===== src/rtl/reg_bank_pkg.sv =====
// Shared types and default sizing for the reg_bank register file and its clear sequencer.
package reg_bank_pkg;

  localparam int unsigned DefDataWidth = 8;
  localparam int unsigned DefDepth     = 4;

  typedef enum logic {
    IDLE,
    SWEEP
  } clr_state_e;

endpackage


===== src/rtl/reg_bank_clr_fsm.sv =====
// Clear sequencer: on CLR_REQ walks every entry index once, one per cycle, while BUSY is high.
module reg_bank_clr_fsm
  import reg_bank_pkg::*;
#(
  parameter  int unsigned DEPTH      = DefDepth,
  localparam int unsigned ADDR_WIDTH = $clog2(DEPTH)
) (
  input  logic                  CLK,
  input  logic                  RST,
  input  logic                  CLR_REQ,
  output logic                  BUSY,
  output logic                  CLR_STB,
  output logic [ADDR_WIDTH-1:0] CLR_IDX
);

  localparam logic [ADDR_WIDTH-1:0] LastIdx = ADDR_WIDTH'(DEPTH - 1);

  clr_state_e            state_q, state_d;
  logic [ADDR_WIDTH-1:0] cnt_q, cnt_d;

  always_comb begin
    state_d = state_q;
    cnt_d   = cnt_q;
    unique case (state_q)
      IDLE: begin
        if (CLR_REQ) begin
          state_d = SWEEP;
          cnt_d   = '0;
        end
      end
      SWEEP: begin
        // DEPTH is a power of two, so the counter wraps back to 0 on the last entry.
        cnt_d = cnt_q + 1'b1;
        if (cnt_q == LastIdx) begin
          state_d = IDLE;
        end
      end
      default: begin
        state_d = IDLE;
        cnt_d   = '0;
      end
    endcase
  end

  always_ff @(posedge CLK or negedge RST) begin
    if (!RST) begin
      state_q <= IDLE;
      cnt_q   <= '0;
    end else begin
      state_q <= state_d;
      cnt_q   <= cnt_d;
    end
  end

  assign BUSY    = (state_q == SWEEP);
  assign CLR_STB = BUSY;
  assign CLR_IDX = cnt_q;

endmodule


===== src/rtl/reg_bank.sv =====
// Register file with one write port, two registered read ports and a per-entry valid bit.
// Define REG_BANK_BYPASS_EN for write-first read/write collisions; default is read-first.
module reg_bank
  import reg_bank_pkg::*;
#(
  parameter  int unsigned DATA_WIDTH = DefDataWidth,
  parameter  int unsigned DEPTH      = DefDepth,
  localparam int unsigned ADDR_WIDTH = $clog2(DEPTH)
) (
  input  logic                  CLK,
  input  logic                  RST,
  input  logic                  WR_EN,
  input  logic [ADDR_WIDTH-1:0] WR_ADDR,
  input  logic [DATA_WIDTH-1:0] WR_DATA,
  input  logic [ADDR_WIDTH-1:0] RD_ADDR_A,
  input  logic [ADDR_WIDTH-1:0] RD_ADDR_B,
  output logic [DATA_WIDTH-1:0] RD_DATA_A,
  output logic [DATA_WIDTH-1:0] RD_DATA_B,
  output logic                  RD_VALID_A,
  output logic                  RD_VALID_B,
  input  logic                  CLR_REQ,
  output logic                  BUSY
);

  logic [DATA_WIDTH-1:0] mem_q [DEPTH];
  logic [DATA_WIDTH-1:0] mem_d [DEPTH];
  logic [DEPTH-1:0]      valid_q, valid_d;

  logic [DATA_WIDTH-1:0] rd_data_a_q, rd_data_a_d, rd_data_b_q, rd_data_b_d;
  logic                  rd_valid_a_q, rd_valid_a_d, rd_valid_b_q, rd_valid_b_d;

  logic                  clr_stb;
  logic [ADDR_WIDTH-1:0] clr_idx;
  logic                  wr_acc;

  reg_bank_clr_fsm #(
    .DEPTH (DEPTH)
  ) u_clr_fsm (
    .CLK     (CLK),
    .RST     (RST),
    .CLR_REQ (CLR_REQ),
    .BUSY    (BUSY),
    .CLR_STB (clr_stb),
    .CLR_IDX (clr_idx)
  );

  // Writes are only dropped while a sweep is running, so they never race the clear strobe.
  assign wr_acc = WR_EN && !BUSY;

  always_comb begin
    mem_d   = mem_q;
    valid_d = valid_q;
    if (wr_acc) begin
      mem_d[WR_ADDR]   = WR_DATA;
      valid_d[WR_ADDR] = 1'b1;
    end
    if (clr_stb) begin
      mem_d[clr_idx]   = '0;
      valid_d[clr_idx] = 1'b0;
    end
  end

  always_comb begin
    rd_data_a_d  = mem_q[RD_ADDR_A];
    rd_valid_a_d = valid_q[RD_ADDR_A];
    rd_data_b_d  = mem_q[RD_ADDR_B];
    rd_valid_b_d = valid_q[RD_ADDR_B];
`ifdef REG_BANK_BYPASS_EN
    if (wr_acc && (WR_ADDR == RD_ADDR_A)) begin
      rd_data_a_d  = WR_DATA;
      rd_valid_a_d = 1'b1;
    end
    if (wr_acc && (WR_ADDR == RD_ADDR_B)) begin
      rd_data_b_d  = WR_DATA;
      rd_valid_b_d = 1'b1;
    end
`else
`endif
  end

  always_ff @(posedge CLK or negedge RST) begin
    if (!RST) begin
      mem_q        <= '{default: '0};
      valid_q      <= '0;
      rd_data_a_q  <= '0;
      rd_valid_a_q <= 1'b0;
      rd_data_b_q  <= '0;
      rd_valid_b_q <= 1'b0;
    end else begin
      mem_q        <= mem_d;
      valid_q      <= valid_d;
      rd_data_a_q  <= rd_data_a_d;
      rd_valid_a_q <= rd_valid_a_d;
      rd_data_b_q  <= rd_data_b_d;
      rd_valid_b_q <= rd_valid_b_d;
    end
  end

  assign RD_DATA_A  = rd_data_a_q;
  assign RD_VALID_A = rd_valid_a_q;
  assign RD_DATA_B  = rd_data_b_q;
  assign RD_VALID_B = rd_valid_b_q;

endmodule


===== config.mk =====
export PLATFORM = sky130hd
export DESIGN_NAME = reg_bank
export DESIGN_NICKNAME = d
export VERILOG_FILES = /design/src/rtl/reg_bank_pkg.sv /design/src/rtl/reg_bank_clr_fsm.sv /design/src/rtl/reg_bank.sv
export SDC_FILE = /design/constraint.sdc
export NUM_CORES = 1
export LEC_CHECK = 0
export ABC_AREA = 0
export CAP_MARGIN = 20
export CORE_ASPECT_RATIO = 0.8
export CORE_MARGIN = 3
export CORE_UTILIZATION = 53
export DETAILED_ROUTE_END_ITERATION = 8
export GPL_TIMING_DRIVEN = 0
export PLACE_DENSITY = 0.84
export SLEW_MARGIN = 20
export SYNTH_ARGS = -nofsm -noshare
export SYNTH_HDL_FRONTEND = slang
export SYNTH_HIERARCHICAL = 1
export SYNTH_SLANG_ARGS = --single-unit

===== constraint.sdc =====
create_clock -name CLK -period 1.7 [get_ports CLK]
set_input_delay 0.255 -clock CLK [delete_from_list [all_inputs] [get_ports CLK]]
set_output_delay 0.255 -clock CLK [all_outputs]
set_load 0.05 [all_outputs]

==> impl_metrics.env <==
export IMPL_status="completed"
export IMPL_reg2reg_depth=4
export IMPL_grt_util_all_layers=0.2180
export IMPL_critPathLaunch="u_clr_fsm/BUSY"
export IMPL_yosys_warnings=6
export IMPL_async_reset_ff_frac=1.000
export IMPL_irDropWorstVdd_mv=1.056
export IMPL_place_inst=281
export IMPL_hold_ws_ps=496.9
export IMPL_grt_pass1_vias=1791
export IMPL_final_util=0.7034
export IMPL_crit_path_end_kind="output port"
export IMPL_leakage_nw=1.448
export IMPL_synth_most_common_cell="dfrtp_1"
export IMPL_arrival_ps=1360
export IMPL_wl_per_cell_um=17.83
export IMPL_grt_overflow_total=0
export IMPL_cts_max_level=3
export IMPL_via_per_inst=5.775
export IMPL_syn_num_nets=211
export IMPL_path_buf_inv=1
export IMPL_max_cap_violations=0
export IMPL_fin_crit_ps=1617
export IMPL_drt_met1_wl_um=2266
export IMPL_ys_types=21
export IMPL_core_sq_um=4362
export IMPL_via_count=1721
export IMPL_dr_wl_met3_um=449
export IMPL_ys_ff_latch=57
export IMPL_fin_cells=298
export IMPL_fp_dieH_um=67.52
export IMPL_slew_viol_final=0
export IMPL_reg2reg_setup_slack_ps=90
export IMPL_diodes=0
export IMPL_synth_top_cells_by_count="dfrtp_1, nand2_1, nor2_1"
export IMPL_worstHoldPathType="input port to asynchronous set/reset pin"
export IMPL_grt_max_degree=58
export IMPL_syn_cell_area_sq_um=2507
export IMPL_grt_pass1_wl_um=8942
export IMPL_cpMaxStageDelayCell="dfrtp_1"
export IMPL_synth_area_leaders="dfrtp_1, mux4_2, mux2i_1, nand2_1, nor2_1"
export IMPL_wirelength_um=5314
export IMPL_fin_crit_sh=0.9510
export IMPL_worst_path_max_fanout=12
export IMPL_drt_iter0_markers=135
export IMPL_cts_tree="yes"
export IMPL_port_buffers=32
export IMPL_drt_pass1_iterations=4
export IMPL_syn_to_final_growth_pct=22.36
export IMPL_path_delay_family="flip-flops"
export IMPL_antenna_found_initial=0
export IMPL_dieWidth_um=82.90
export IMPL_final_net_count=255
export IMPL_synth_top_area_cell="dfrtp_1"
export IMPL_critical_path_max_stage_delay_ps=590
export IMPL_cts_sinks=57
export IMPL_synth_edf_count=0
export IMPL_cts_root_buf="clkbuf_8"
export IMPL_cts_path_max_buffers=2
export IMPL_rsz0062_at_grt="no"
export IMPL_clk_pin_slew_ps=60
export IMPL_power_density_nw_per_um2=1581
export IMPL_r2r_end="mem_q[31]"
export IMPL_slew_headroom=0.5307
export IMPL_dieArea_sq_um=5597
export IMPL_io_pin_count=37
export IMPL_timing_fmax_mhz=618.6
export IMPL_drc=0
export IMPL_drive_above_1_share=0.1826
export IMPL_syn_mean_instance_area_sq_um=13.06
export IMPL_hold_viol=0
export IMPL_place_gp_congestion=0.7976
export IMPL_cts_setup_buffers=0
export IMPL_cp_cell_sequence="clkdlybuf4s15_2"
export IMPL_routed_wl_met2_um=2565
export IMPL_dp_hpwl_um=3457
export IMPL_clock_skew_ps=3.535
export IMPL_start_kind="register"
export IMPL_drt_antenna_violating_nets=0
export IMPL_top_layer_used="met4"
export IMPL_synthFlopType="dfrtp_1"
export IMPL_setup_violations=0
export IMPL_crit_type="register to output port"
export IMPL_initial_utilization=0.5749
export IMPL_p_total_mw=4.850
export IMPL_netlist_instances=192
export IMPL_fillers=321
export IMPL_rows=21
export IMPL_ys_seq_area_frac=0.5689
export IMPL_yosysTopAreaCellShare=0.5689
export IMPL_numCtsBuffers=9
export IMPL_reg2reg_from="u_clr_fsm/BUSY"
export IMPL_worst_pin_slew_ps=703.9
export IMPL_cp_required_ps=1440
export IMPL_clkLatencyLatePin_ps=330
worst max-delay path by stage:
stage,cells after the start,slack (ps),end
5_1_grt,4,3,mem_q[10]
3_5_place_dp,5,-140,mem_q[31]
2_1_floorplan,4,40,mem_q[24]
4_1_cts,3,40,mem_q[27]
6_report,1,80,BUSY
3_3_place_gp,1,-1310,mem_q[10]
cell families after synthesis:
group	after synthesis	share of synthesized area
buf+inv	12	0.02445
compound gates	17	0.03543
flops	57	0.5689
simple gates	69	0.1327
fa+ha+maj	1	0.004989
mux	36	0.2335
power breakdown:
part | internal [mW] | switching, mW | total (mW)
logic | 0.632 | 1.04 | 1.67
clock network | 0.601 | 0.489 | 1.09
registers | 1.78 | 0.306 | 2.09
flip-flops by register name, indices dropped and copies added, names as in the netlist:
register,flops
RD_DATA_B,8
mem_q,32
RD_DATA_A,8
u_clr_fsm/CLR_IDX,2
valid_q,4
u_clr_fsm/BUSY,1
RD_VALID_A,1
RD_VALID_B,1
cell type report:
| class | count | area [sq um] | share of cell area |
|---|---|---|---|
| clock buffer | 13 | 158.9 | 0.05179 |
| multi-input combinational | 123 | 1028 | 0.3352 |
| tap | 57 | 71.32 | 0.02325 |
| buffer | 11 | 57.56 | 0.01876 |
| clock inverter | 3 | 15.01 | 0.004894 |
| sequential | 57 | 1426 | 0.4649 |
| inverter | 1 | 3.754 | 0.001223 |
| timing repair buffer | 33 | 306.5 | 0.09992 |
cells in the final DEF, fill, tap and decap left out:
| master | instances |
|---|---|
| dfrtp_1 | 57 |
| nand2_1 | 33 |
| nor2_1 | 25 |
| mux4_2 | 18 |
| mux2i_1 | 18 |
| dlygate4sd2_1 | 18 |
| a21oi_1 | 16 |
| clkdlybuf4s50_1 | 12 |
| clkbuf_8 | 11 |
| buf_2 | 4 |
| buf_1 | 4 |
| buf_4 | 4 |
| clkinv_2 | 3 |
| and4bb_1 | 2 |
| clkbuf_1 | 2 |
| and3b_1 | 1 |
| nor2_2 | 1 |
| nor4b_4 | 1 |
| or4b_1 | 1 |
| nor3b_4 | 1 |
| and4b_1 | 1 |
| nand4b_1 | 1 |
| and3_1 | 1 |
| dlygate4sd3_1 | 1 |
| clkdlybuf4s15_2 | 1 |
| inv_1 | 1 |
| nand2b_1 | 1 |
| a22o_1 | 1 |
| ha_1 | 1 |
per-stage QoR:
stage	setup WS [ps]	TNS [ps]	area, sq um
floorplan	44.98	0	2507
global placement	-1309	-75040	2899
detailed placement	-139.9	-1206	2897
CTS	43.63	0	3062
global route	2.995	0	3068
finish	83.33	0	3068
layer usage:
layer | vias to the layer above | global-route usage
met5 | - | 0
met4 | 0 | 0.07143
met3 | 4 | 0.09024
met2 | 90 | 0.3440
met1 | 855 | 0.2791
li1 | 772 | -
what timing repair did:
action                     4_1_cts  5_1_grt
hold buffers                     1        0
cloned                           0        0
hold endpoints to repair        57        0
setup endpoints to repair       28        9
resized for setup               22        1
Note: power is estimated with default switching activity, not from simulation.
